$ cat src/rtl/mips_stage_sequencer.sv
// Multicycle stage controller: issues one-cycle IF/ID/EX/MEM/WB enables,
// paced by a free-running tick divider or a debounced single-step key.
`timescale 1ns/1ps
module mips_stage_sequencer #(
    parameter int TICK_PERIOD = 33554432,
    parameter int DEB_CYCLES  = 500000
) (
    input  logic        CLOCK_50,
    input  logic        reset,
    input  logic        run_mode,
    input  logic        step_btn,
    input  logic        halt_req,
    input  logic [5:0]  opcode,
    input  logic [5:0]  funct,
    output logic        en_if,
    output logic        en_id,
    output logic        en_ex,
    output logic        en_mem,
    output logic        en_wb,
    output logic [2:0]  stage,
    output logic        halted,
    output logic        illegal,
    output logic [31:0] instr_count
);
    localparam int TW = (TICK_PERIOD > 2) ? $clog2(TICK_PERIOD) : 1;
    localparam int DW = $clog2(DEB_CYCLES + 1);

    typedef enum logic [2:0] {
        ST_IF   = 3'd1,
        ST_ID   = 3'd2,
        ST_EX   = 3'd3,
        ST_MEM  = 3'd4,
        ST_WB   = 3'd5,
        ST_HALT = 3'd7
    } stage_t;

    typedef enum logic [2:0] {
        CL_NONE   = 3'd0,
        CL_ALU    = 3'd1,
        CL_LOAD   = 3'd2,
        CL_STORE  = 3'd3,
        CL_BRANCH = 3'd4
    } class_t;

    logic [TW-1:0] tick_cnt_reg;
    logic          tick_r;
    logic [1:0]    sync_reg;
    logic          deb_level_reg;
    logic          deb_prev_reg;
    logic [DW-1:0] deb_cnt_reg;
    logic          step_r;
    stage_t        stage_reg;
    class_t        class_reg;
    class_t        class_dec;
    logic          halt_pending_reg;
    logic          halt_now;
    logic          is_final;
    logic          advance;
    logic          en_if_reg, en_id_reg, en_ex_reg, en_mem_reg, en_wb_reg;
    logic          halted_reg, illegal_reg;
    logic [31:0]   instr_count_reg;

    // Tick divider runs regardless of mode so switching modes keeps its phase.
    always_ff @(posedge CLOCK_50) begin
        if (reset) begin
            tick_cnt_reg <= '0;
            tick_r       <= 1'b0;
        end else if (tick_cnt_reg == TW'(TICK_PERIOD - 1)) begin
            tick_cnt_reg <= '0;
            tick_r       <= 1'b1;
        end else begin
            tick_cnt_reg <= tick_cnt_reg + TW'(1);
            tick_r       <= 1'b0;
        end
    end

    // Key path: synchronizer, stability-count debouncer, falling-edge detect.
    always_ff @(posedge CLOCK_50) begin
        if (reset) begin
            sync_reg      <= 2'b11;
            deb_level_reg <= 1'b1;
            deb_prev_reg  <= 1'b1;
            deb_cnt_reg   <= '0;
            step_r        <= 1'b0;
        end else begin
            sync_reg <= {sync_reg[0], step_btn};
            if (sync_reg[1] != deb_level_reg) begin
                if (deb_cnt_reg == DW'(DEB_CYCLES - 1)) begin
                    deb_level_reg <= sync_reg[1];
                    deb_cnt_reg   <= '0;
                end else begin
                    deb_cnt_reg <= deb_cnt_reg + DW'(1);
                end
            end else begin
                deb_cnt_reg <= '0;
            end
            deb_prev_reg <= deb_level_reg;
            step_r       <= deb_prev_reg & ~deb_level_reg;
        end
    end

    always_comb begin
        class_dec = CL_NONE;
        case (opcode)
            6'h00: begin
                case (funct)
                    6'h20, 6'h22, 6'h24, 6'h25, 6'h26,
                    6'h27, 6'h2A, 6'h00, 6'h02: class_dec = CL_ALU;
                    default:                    class_dec = CL_NONE;
                endcase
            end
            6'h08, 6'h0C, 6'h0D, 6'h0A: class_dec = CL_ALU;
            6'h23:                      class_dec = CL_LOAD;
            6'h2B:                      class_dec = CL_STORE;
            6'h04, 6'h05, 6'h02:        class_dec = CL_BRANCH;
            default:                    class_dec = CL_NONE;
        endcase
    end

    assign advance  = run_mode ? tick_r : step_r;
    assign halt_now = halt_pending_reg | halt_req;
    assign is_final = (stage_reg == ST_WB)
                   || (stage_reg == ST_EX  && class_reg == CL_BRANCH)
                   || (stage_reg == ST_MEM && class_reg == CL_STORE);

    always_ff @(posedge CLOCK_50) begin
        if (reset) begin
            stage_reg        <= ST_IF;
            class_reg        <= CL_NONE;
            halt_pending_reg <= 1'b0;
            en_if_reg        <= 1'b0;
            en_id_reg        <= 1'b0;
            en_ex_reg        <= 1'b0;
            en_mem_reg       <= 1'b0;
            en_wb_reg        <= 1'b0;
            halted_reg       <= 1'b0;
            illegal_reg      <= 1'b0;
            instr_count_reg  <= '0;
        end else begin
            en_if_reg  <= 1'b0;
            en_id_reg  <= 1'b0;
            en_ex_reg  <= 1'b0;
            en_mem_reg <= 1'b0;
            en_wb_reg  <= 1'b0;
            if (halt_req) halt_pending_reg <= 1'b1;
            if (advance && stage_reg != ST_HALT) begin
                case (stage_reg)
                    ST_IF: begin
                        if (halt_now) begin
                            stage_reg  <= ST_HALT;
                            halted_reg <= 1'b1;
                        end else begin
                            en_if_reg <= 1'b1;
                            stage_reg <= ST_ID;
                        end
                    end
                    ST_ID: begin
                        en_id_reg <= 1'b1;
                        class_reg <= class_dec;
                        if (class_dec == CL_NONE) begin
                            illegal_reg <= 1'b1;
                            halted_reg  <= 1'b1;
                            stage_reg   <= ST_HALT;
                        end else begin
                            stage_reg <= ST_EX;
                        end
                    end
                    ST_EX: begin
                        en_ex_reg <= 1'b1;
                        stage_reg <= (class_reg == CL_ALU) ? ST_WB : ST_MEM;
                    end
                    ST_MEM: begin
                        en_mem_reg <= 1'b1;
                        stage_reg  <= ST_WB;
                    end
                    ST_WB:   en_wb_reg <= 1'b1;
                    default: stage_reg <= ST_IF;
                endcase
                // Retire overrides the successor chosen above.
                if (is_final) begin
                    instr_count_reg <= instr_count_reg + 32'd1;
                    stage_reg       <= halt_now ? ST_HALT : ST_IF;
                    halted_reg      <= halt_now;
                end
            end
        end
    end

    assign en_if       = en_if_reg;
    assign en_id       = en_id_reg;
    assign en_ex       = en_ex_reg;
    assign en_mem      = en_mem_reg;
    assign en_wb       = en_wb_reg;
    assign stage       = stage_reg;
    assign halted      = halted_reg;
    assign illegal     = illegal_reg;
    assign instr_count = instr_count_reg;
endmodule

$ cat config.mk
export PLATFORM = sky130hd
export DESIGN_NAME = mips_stage_sequencer
export DESIGN_NICKNAME = d
export VERILOG_FILES = /design/src/rtl/mips_stage_sequencer.sv
export SDC_FILE = /design/constraint.sdc
export NUM_CORES = 1
export LEC_CHECK = 0
export ABC_CLOCK_PERIOD_IN_PS = 2300
export CELL_PAD_IN_SITES_DETAIL_PLACEMENT = 0
export CELL_PAD_IN_SITES_GLOBAL_PLACEMENT = 1
export CORE_ASPECT_RATIO = 1.1
export CORE_MARGIN = 10
export CORE_UTILIZATION = 38
export DETAILED_ROUTE_END_ITERATION = 8
export PLACE_DENSITY_LB_ADDON = 0.1
export SETUP_SLACK_MARGIN = 0.4
export SLEW_MARGIN = 15
export SYNTH_ARGS = -nofsm -noshare
export SYNTH_HDL_FRONTEND = slang
export SYNTH_SLANG_ARGS = --single-unit
$ cat constraint.sdc
create_clock -name CLOCK_50 -period 2.3 [get_ports CLOCK_50]
set_clock_uncertainty 0.05 [all_clocks]
set_input_delay 0.345 -clock CLOCK_50 [delete_from_list [all_inputs] [get_ports CLOCK_50]]
set_output_delay 0.345 -clock CLOCK_50 [all_outputs]
set_load 0.01 [all_outputs]
==> results of run 1 <==
## final cells by class
| cell class | instances | area share, % |
|---|---|---|
| Timing Repair Buffer | 109 | 15.7 |
| Inverter | 13 | 0.783 |
| Tap cell | 154 | 3.09 |
| Multi-Input combinational cell | 405 | 43.9 |
| Sequential cell | 96 | 31.7 |
| Clock buffer | 13 | 4.18 |
| Clock inverter | 3 | 0.643 |
## cell usage after synthesis (3+ instances only)
cell type and n:
a211oi_1 5, a21oi_1 31, a31oi_1 3, and2_1 3, and3_1 15, and4_1 6, buf_1 4, buf_2 4
buf_4 3, buf_6 3, clkbuf_1 9, dfxtp_1 96, ha_1 3, inv_1 13, mux2_2 4, mux2i_1 3
nand2_1 32, nand2b_1 4, nand3_1 34, nand4_1 17, nor2_1 76, nor2b_1 6, nor3_1 11, nor4_1 4
o211ai_1 3, o21ai_0 13, o31ai_1 17, or2_2 5, or3_1 10, or4_1 17, xnor2_1 13, xor2_1 31
## worst min path at each step
stage | from | endpoint | slack [ns] | cells past startpoint
final | reset | tick_cnt_reg[22]$_SDFF_PP0_ | 0.33 | 2
after CTS | reset | tick_cnt_reg[22]$_SDFF_PP0_ | 0.32 | 2
after detailed placement | sync_reg[0]$_SDFF_PP1_ | sync_reg[1]$_SDFF_PP1_ | 0.35 | 1
after floorplan | sync_reg[0]$_SDFF_PP1_ | sync_reg[1]$_SDFF_PP1_ | 0.34 | 1
after global placement | sync_reg[0]$_SDFF_PP1_ | sync_reg[1]$_SDFF_PP1_ | 0.36 | 1
after global routing | reset | tick_cnt_reg[22]$_SDFF_PP0_ | 0.36 | 2
## per-layer routing
layer  up-vias  track usage, %  share of wire, %
li1       2133               -                 -
met1      1989            15.9                43
met2        80            24.5                51
met3        11            3.05               4.8
met4         0            6.53               1.4
met5         -               0                 0
## placed cells by master, fill, tap and decap left out, types with 13 or more instances in the layout
cell type / n
dfxtp_1: 76
nor2_1: 75
clkdlybuf4s50_1: 56
buf_4: 45
nand3_1: 33
xor2_1: 31
nand2_1: 31
a21oi_1: 29
nand4_1: 17
o31ai_1: 16
or4_1: 15
and3_1: 14
inv_1: 13
xnor2_1: 13
## power by group
group	internal, mW	switching (mW)
logic	0.0486	0.0529
clock network	0.900	0.627
registers	1.66	0.00775
total	2.61	0.688
## stage by stage
step	std cells	cell area (um^2)	worst slack [ns]	hold WS (ns)
5_1_grt	793	6230	0.251	0.363
6_report	793	6230	0.370	0.329
4_1_cts	783	6050	0.315	0.323
3_3_place_gp	746	5460	-0.150	0.357
2_1_floorplan	534	4650	0.343	0.339
3_5_place_dp	746	5460	-0.170	0.347
## worst register-to-register path, delay by kind of cell (launching register included)
family           cells  cell delay [ns]
multiplexers         1             0.37
flip-flops           1             0.33
AO/OA/AOI/OAI        2             0.46
AND/OR/NAND/NOR      2             0.62
## repair_timing
item / CTS / global route
cloned: 3 / 0
buffers inserted: 18 / 10
resized for setup: 29 / 32
pin swaps: 12 / 13
endpoints found under the setup margin: 27 / 52
## kinds of logic after synthesis
group / synth area share [%]
AO/OA/AOI/OAI: 12.6
adder cells (fa/ha/maj): 0.813
AND/OR/NAND/NOR: 30.8
XOR/XNOR: 8.35
buffers and inverters: 3.77
multiplexers: 2.11
flip-flops: 41.6
==> impl_summary.txt, run 1 <==
----------------------------------------------------
[Clocking]
  CTS Root Cell ... clkbuf_16
  Number of clock buffers inserted by TritonCTS ... 9
  Hold-fix buffers, CTS ... 0
  TritonCTS clock tree ... yes
  H-tree depth reported by CTS ... 3
  Clock buffer depth ... 2
  Clk sink count ... 96
  Worst-Skew Late Latency ... about 0.35 ns
  Clock slew seen by the registers of the worst setup and hold paths ... 0.07 ns

[Global route]
  Number of antenna violations at the first check in global routing ... 0
  Pin count of the biggest net entering global routing ... 23
  Overall track demand over capacity in global routing ... 14.0%
  Residual overflow from global routing ... 0
  Wire length of the first global-routing pass ... about 20000 um
  Number of global-route vias before repair ... 4135

[Final layout]
  Sequential cell area ... 1970 um^2
  Number of flip-flops in the largest register ... 32
  Layout overhead on the synthesized area ... 34.9%
  Combined area of the multi-input logic cells ... approximately 2700 um^2
  Ratio of cells with drive above 1 in the final layout ... 20.5%
  Number of nets in the layout ... 654
  Fill cell count ... 1143
  ANT cells ... 0
  Share of the core filled with cells ... just over 50%

[Power]
  Static power due to leakage ... approximately 2.2 nW
  Worst-case vdd ir drop ... roughly 0.25 mV
  Total power ... between 3 and 4 mW
  PwrDens ... 529 nW/um^2

[Synthesis]
  Average footprint of a synthesized cell ... 8.65 um^2
  Dominant cells by area after synthesis ... dfxtp_1, nor2_1, xor2_1
  Top flip-flop cell by instance count after synthesis ... dfxtp_1
  Number of enable flip-flop cells after synthesis ... 0
  Library cell with the largest summed area after synthesis ... dfxtp_1
  Fraction of synthesized cell area taken by the top area cell type ... between 40% and 50%
  Synthesized flop and latch total ... 96
  Synthesized netlist net count ... 554
  Post-synthesis async set-or-reset flop share ... 0%
  Cell variety after synth ... 58
  Yosys synthesis warning count ... 0
  Cell area after synthesis ... 4620 um^2
  Sequential share of the synthesized area ... 41.6%
  Cell count after synthesis ... 534

[Worst setup path]
  Arrival @ worst endpoint ... approximately 2.1 ns
  Reg-to-reg setup timing slack ... 0.37 ns
  Capturing element type of the critical path ... register
  Critical register-to-register path endpoint ... instr_count[26]$_SDFFE_PP0P_
  Max stage delay cell, worst path ... mux2_2
  Buf+Inv Stages, Crit Path ... 0
  Start point of the critical path ... class_reg[2]$_SDFFE_PP0P_
  R2R cell count ... 5
  Critical path capture point ... instr_count[26]$_SDFFE_PP0P_
  Path length in cells of the critical path ... 5
  CP peak stage delay ... 0.37 ns
  CP Data Required Time ... between 2 and 2.5 ns
  Sort of element at the start of the critical path ... register
  Startpoint of the lowest-slack register-to-register path ... class_reg[2]$_SDFFE_PP0P_
  Cell breakdown of the critical path ... and3b_2 > o21a_4 > o211ai_4 > nor4_2 > mux2_2
  Worst-path maximum fanout ... 7
  Category of cells accounting for the largest share of critical-path delay ... simple AND/OR/NAND/NOR gates
  Class of the most critical setup path ... register to register

[Die]
  Standard-cell rows ... 42
  Effective utilization at floorplan ... 38.5%
  Die height ... 136 um
  I/O pin total ... between 50 and 60
  Die ar. ... roughly 17000 um^2
  Die Width ... 125 um
  Core Box Area ... 12000 um^2

[Timing]
  Max-slew violation total from the final report ... 0
  Final critical-path required period ... 1.93 ns
  Final Hold Vio Count ... 0
  Peak clock frequency supported by timing ... 518 MHz
  Final-report setup violation count ... 0
  Tightest Pin Transition ... 0.455 ns
  RSZ-0062 raised after global routing ... yes
  Period Utilization, post-route ... 83.9%
  Max-slew headroom at the worst pin ... 69.4%
  Final TNS setup ... 0 ns

[Routing]
  Per-cell routed wire length ... 15.0 um
  Iteration-0 DRC count of the detailed router ... between 200 and 250
  Final routed wirelength across all metal layers ... 11900 um
  Pre-antenna DRT Iters ... 5
  Routed Antenna Nets ... 0
  Total via count in the routed design ... 4213
  Number of remaining DRC errors ... 0
  Post-detailed-route via-to-cell ratio ... 5.31

[Placement]
  HPWL after detailed placement ... 8090 um
  Weighted congestion at the end of routability-driven global placement ... between 0.7 and 0.8
  Port Buf Inserts ... 58

[Min path]
  Min-delay worst type ... input port to register

[Flow run]
  Max-cap check violation count ... 0

[Run status]
  Result of the run ... complete, no violations

----------------------------------------------------
Power figures use the tool's default switching activity.
==> inputs of run 2 (changes only) <==
Settings changed: ABC_CLOCK_PERIOD_IN_PS 2300 to 1750.
Clock period 2.3 ns to 1.75 ns, I/O delays scaled along.
==> run 2 against run 1 <==
The run now ends with negative setup slack left. Die area stayed put. Via count is 11% higher. Maximum frequency is 0.19% higher. Power is 33% higher. Largest cell class unchanged. Highest routed layer unchanged.
==> impl_summary.txt, run 2 (synthesis gave the netlist of run 1 again) <==
----------------------------------------------------
[Final layout]
  Most frequent standard cell in the layout excluding fill and tap cells ... buf_4
  Number of nets in the layout ... ~760
  Number of flip-flops in the largest register ... 32
  Layout overhead on the synthesized area ... 66.7%
  Most frequent cells in the layout ... buf_4, nor2_1, dfxtp_2, dfxtp_1, buf_6
  Ratio of cells with drive above 1 in the final layout ... 54.9%
  ANT cells ... 0

[Worst setup path]
  Worst-path maximum fanout ... 8
  Cell breakdown of the critical path ... nand4_1 > buf_6 > nor4_4 > nand2_2 > or4_1 > a21oi_1
  CP peak stage delay ... 0.52 ns
  Max stage delay cell, worst path ... or4_1
  Sort of element at the start of the critical path ... register
  Arrival @ worst endpoint ... between 2 and 2.5 ns
  Class of the most critical setup path ... register to register
  CP Data Required Time ... 1.98 ns
  Capturing element type of the critical path ... register

[Clocking]
  Worst-Skew Late Latency ... approximately 0.35 ns
  Hold-fix buffers, CTS ... 0
  Clk sink count ... 96
  Clock slew seen by the registers of the worst setup and hold paths ... 0.07 ns
  Clock buffer depth ... 2
  Number of clock buffers inserted by TritonCTS ... 9
  H-tree depth reported by CTS ... 3
  TritonCTS clock tree ... yes
  CTS Root Cell ... clkbuf_16

[Routing]
  Routed Antenna Nets ... 0
  Pre-antenna DRT Iters ... 4
  Final routed wirelength across all metal layers ... around 14000 um
  Post-detailed-route via-to-cell ratio ... 5.25
  Per-cell routed wire length ... about 16 um
  Number of remaining DRC errors ... 0
  Total via count in the routed design ... roughly 4.7k
  Iteration-0 DRC count of the detailed router ... about 200

[Power]
  Static power due to leakage ... 3.06 nW
  Internal power ... 3.43 mW
  Worst-case vdd ir drop ... approximately 0.51 mV
  Net switching power figure ... 964 uW
  Sequential group share of total power ... between 40 and 50%
  Switching Fraction ... 21.9%
  Part of the total power dissipated in the clock network ... 45.0%
  Combinational group share of total power ... 5.4%
  PwrDens ... 571 nW/um^2
  Total power ... around 4.4 mW

[Timing]
  Tightest Pin Transition ... 0.388 ns
  Max-slew headroom at the worst pin ... between 70% and 80%
  Final Hold Vio Count ... 0
  Max-slew violation total from the final report ... 0
  Peak clock frequency supported by timing ... between 500 and 600 MHz
  RSZ-0062 raised after global routing ... yes
  Final TNS setup ... -2.49 ns
  Final setup slack of the worst path ... -0.176 ns
  Period Utilization, post-route ... 110%
  Final critical-path required period ... 1.93 ns
  Final-report setup violation count ... 27
  Worst hold slack across all endpoints ... 0.252 ns

[Global route]
  Overall track demand over capacity in global routing ... 15.8%
  Number of global-route vias before repair ... 4627
  Pin count of the biggest net entering global routing ... 20
  Residual overflow from global routing ... 0
  Number of antenna violations at the first check in global routing ... 0
  Wire length of the first global-routing pass ... 22500 um

[Die]
  Effective utilization at floorplan ... 38.5%
  Die Width ... between 100 and 150 um
  Die height ... 136 um
  I/O pin total ... 59
  Core Box Area ... 12000 um^2
  Die ar. ... between 15000 and 20000 um^2
  Standard-cell rows ... 42

[Run status]
  Failing checks ... negative setup slack
  Result of the run ... finished, violations left

[Placement]
  Weighted congestion at the end of routability-driven global placement ... 0.826
  HPWL after detailed placement ... a little over 9000 um
  Worst slack at placement ... -0.723 ns
  Port Buf Inserts ... 58

[Flow run]
  Max-cap check violation count ... 0

[Min path]
  Min-delay worst type ... input port to register

----------------------------------------------------
## run 2: changes by cell type in the layout (fill, tap and decap cells not counted), moves of 8 or more
cell / previous run / this run
dlygate4sd2_1: 1 / 12
clkdlybuf4s50_1: 56 / 8
buf_2: 1 / 22
nor2_2: 0 / 28
dfxtp_2: 10 / 40
buf_6: 6 / 32
dfxtp_1: 76 / 40
nand3_2: 1 / 9
nand3_1: 33 / 24
nor2_1: 75 / 40
a21oi_1: 29 / 20
buf_4: 45 / 119
## run 2: through the flow
stage,instance area (um^2),utilization [%],std cells
2_1_floorplan,4920,-,534
3_3_place_gp,6270,52.4,818
5_1_grt,7700,64.3,894
6_report,7700,64.3,894
3_5_place_dp,6270,52.4,818
4_1_cts,7270,60.7,880
## run 2: worst max-delay path, delay by kind of cell, from the launching register on
kind	cells	cell delay [ns]
buffers and inverters	1	0.15
flip-flops	1	0.33
AND/OR/NAND/NOR	4	1.21
AO/OA/AOI/OAI	1	0.13
## run 2: final timing paths
path                           startpoint                      endpoint  slack (ns)  depth (start not counted)
max          instr_count[11]$_SDFFE_PP0P_  instr_count[20]$_SDFFE_PP0P_       -0.18                          6
min                                 reset    deb_level_reg$_SDFFE_PP1P_        0.25                          2
min reg2reg       deb_prev_reg$_SDFF_PP1_             step_r$_SDFF_PP0_        0.36                          2
max reg2reg  instr_count[11]$_SDFFE_PP0P_  instr_count[20]$_SDFFE_PP0P_       -0.18                          6
## run 2: power groups by stage
stage          Sequential [mW]  Combinational [mW]  Clock [mW]
5_1_grt                   2.18               0.258        2.10
3_3_place_gp              2.24               0.171           0
2_1_floorplan             2.24              0.0787           0
4_1_cts                   2.19               0.228        2.03
6_report                  2.18               0.238        1.98
3_5_place_dp              2.24               0.173           0
## run 2: cell type report
type	instances	area (um^2)
Fill cell	1023	4280
Inverter	13	48.8
Timing Repair Buffer	212	1840
Clock buffer	10	239
Sequential cell	96	2030
Multi-Input combinational cell	404	3290
Tap cell	154	193
Clock inverter	5	56.3
## run 2: what timing repair did
item                                    in CTS  in global routing
gates resized for setup                    261                108
buffers inserted                            41                 14
cloned                                       6                  0
pin swaps                                   79                 60
endpoints found under the setup margin     129                102
## run 2: per-layer routing
| layer | GRT usage, % | vias to the layer above | wire length, um |
|---|---|---|---|
| met2 | 29.7 | 53 | 7810 |
| met5 | 0 | - | 0 |
| met4 | 4.80 | 0 | 171 |
| li1 | - | 2328 | - |
| met3 | 3.60 | 13 | 410 |
| met1 | 17.3 | 2297 | 5680 |
==> inputs of run 3 (changes only) <==
Settings changed: CAP_MARGIN from default to 10, SLEW_MARGIN 15 to default, TNS_END_PERCENT from default to 10.
==> run 3 against run 2 <==
The run still ends with negative setup slack left. Worst hold slack better by 0.012 ns. First-iteration DRC count rose by 72%. Sequential share of layout area is 1.6 points higher. Largest cell class unchanged.
==> impl_summary.txt, run 3 (synthesis gave the netlist of run 1 again) <==
----------------------------------------------------
[Clocking]
  Number of clock buffers inserted by TritonCTS ... 9
  H-tree depth reported by CTS ... 3
  Clock buffer depth ... 2
  Worst-Skew Late Latency ... 0.35 ns
  Hold-fix buffers, CTS ... 0
  Clk sink count ... 96
  CTS Root Cell ... clkbuf_16
  TritonCTS clock tree ... yes
  Clock slew seen by the registers of the worst setup and hold paths ... 0.06 ns

[Global route]
  Wire length of the first global-routing pass ... 21200 um
  Overall track demand over capacity in global routing ... 14.9%
  Residual overflow from global routing ... 0
  Gr busiest metal ... met2
  Global routing met2 resource utilization ... 24.4%
  Number of antenna violations at the first check in global routing ... 0
  Met1 layer usage reported by global route ... 18.4%
  Pin count of the biggest net entering global routing ... 23
  Met3 usage ... 3.48%
  Number of global-route vias before repair ... between 4k and 5k

[Worst setup path]
  Cell breakdown of the critical path ... and4_4 > nand3_4 > buf_6 > or3_4 > or4_4 > a21oi_2
  CP peak stage delay ... 0.54 ns
  Critical register-to-register path endpoint ... instr_count[16]$_SDFFE_PP0P_
  R2R cell count ... 6
  Category of cells accounting for the largest share of critical-path delay ... simple AND/OR/NAND/NOR gates
  Critical path capture point ... instr_count[16]$_SDFFE_PP0P_
  Max stage delay cell, worst path ... or4_4
  Class of the most critical setup path ... register to register
  Startpoint of the lowest-slack register-to-register path ... instr_count[5]$_SDFFE_PP0P_
  Arrival @ worst endpoint ... around 2.2 ns
  Sort of element at the start of the critical path ... register
  Capturing element type of the critical path ... register
  Worst-path maximum fanout ... 4
  Buf+Inv Stages, Crit Path ... 1
  Reg-to-reg setup timing slack ... -0.18 ns
  Path length in cells of the critical path ... 6
  Start point of the critical path ... instr_count[5]$_SDFFE_PP0P_
  CP Data Required Time ... 1.98 ns

[Timing]
  Final setup slack of the worst path ... -0.182 ns
  Period Utilization, post-route ... 110%
  Max-slew violation total from the final report ... 0
  Final critical-path required period ... just under 2 ns
  Peak clock frequency supported by timing ... between 500 and 600 MHz
  Worst hold slack across all endpoints ... 0.265 ns
  Final-report setup violation count ... 22
  RSZ-0062 raised after global routing ... yes
  Tightest Pin Transition ... 0.444 ns
  Max-slew headroom at the worst pin ... 70.2%
  Final Hold Vio Count ... 0

[Routing]
  Per-cell routed wire length ... 15.3 um
  Number of remaining DRC errors ... 0
  Iteration-0 DRC count of the detailed router ... between 300 and 400
  Total via count in the routed design ... 4485
  Post-detailed-route via-to-cell ratio ... 5.28
  Routed Antenna Nets ... 0
  Final routed wirelength across all metal layers ... 13000 um
  Pre-antenna DRT Iters ... 4

[Final layout]
  Number of flip-flops in the largest register ... 32
  ANT cells ... 0
  Most frequent standard cell in the layout excluding fill and tap cells ... buf_4
  Ratio of cells with drive above 1 in the final layout ... 42.6%
  Layout overhead on the synthesized area ... 54.0%
  Number of nets in the layout ... 712
  Most frequent cells in the layout ... buf_4, dfxtp_1, nor2_1

[Placement]
  HPWL after detailed placement ... between 8000 and 9000 um
  Port Buf Inserts ... slightly below 60
  Weighted congestion at the end of routability-driven global placement ... 0.854
  Worst slack at placement ... -0.669 ns

[Die]
  Die Width ... 125 um
  Effective utilization at floorplan ... 38.5%
  Standard-cell rows ... 42
  Core Box Area ... between 10000 and 15000 um^2
  I/O pin total ... 59
  Die ar. ... 17000 um^2
  Die height ... 136 um

[Power]
  Static power due to leakage ... 2.77 nW
  Total power ... 4.14 mW
  Worst-case vdd ir drop ... 0.466 mV
  PwrDens ... 582 nW/um^2

[Run status]
  Failing checks ... negative setup slack
  Result of the run ... finished, violations left

[Min path]
  Min-delay worst type ... input port to register

[Flow run]
  Max-cap check violation count ... 0

----------------------------------------------------
## run 3: area by class of cell
| cell class | count | area [um^2] |
|---|---|---|
| fillers | 1051 | 4870 |
| multi-input cells | 404 | 3190 |
| flip-flops and latches | 96 | 1990 |
| repair buffers | 168 | 1430 |
| clock buffers | 13 | 250 |
| well taps | 154 | 193 |
| inverters | 13 | 48.8 |
| clock inverters | 1 | 5.00 |
## run 3: power by group
part           switching, mW  internal, mW  leakage [nW]
registers            0.00915          2.18         0.795
clock network          0.796         0.986         0.126
logic                 0.0912        0.0793          1.85
## run 3: per-layer routing
layer | vias up | share of wire (%) | routed length, um
met5 | - | 0 | 0
met4 | 0 | 1.4 | 183
met3 | 13 | 4.4 | 571
met2 | 92 | 50 | 6420
met1 | 2130 | 45 | 5780
li1 | 2250 | - | -
## run 3: per-stage QoR
| step | cell area [um^2] | setup TNS (ns) | util [%] | std cells |
|---|---|---|---|---|
| after floorplan | 4660 | -2.60 | - | 534 |
| after global placement | 6030 | -17.44 | 50.4 | 818 |
| after detailed placement | 6030 | -18.61 | 50.4 | 818 |
| after CTS | 6810 | -1.76 | 56.9 | 846 |
| after global routing | 7110 | -5.70 | 59.3 | 849 |
| final | 7110 | -2.26 | 59.3 | 849 |
## run 3: timing repair
action / 4_1_cts / 5_1_grt
buffers inserted: 12 / 3
pin swaps: 100 / 78
gates resized for setup: 218 / 93
setup endpoints to repair: 128 / 116
gates cloned: 2 / 0
## run 3: worst min-delay path: stages
cell and delay (ns):
buf_2 0.13, nand2b_1 0.16, nor2_1 0.06
## run 3: how the worst min path moves through the flow
stage / slack (ns) / to / cells after the start / from
2_1_floorplan: 0.32 / sync_reg[0]$_SDFF_PP1_ / 1 / step_btn
3_3_place_gp: 0.35 / step_r$_SDFF_PP0_ / 2 / deb_prev_reg$_SDFF_PP1_
3_5_place_dp: 0.35 / sync_reg[1]$_SDFF_PP1_ / 1 / sync_reg[0]$_SDFF_PP1_
4_1_cts: 0.27 / deb_cnt_reg[2]$_SDFF_PP0_ / 3 / reset
5_1_grt: 0.27 / deb_cnt_reg[4]$_SDFF_PP0_ / 3 / reset
6_report: 0.26 / deb_cnt_reg[4]$_SDFF_PP0_ / 3 / reset
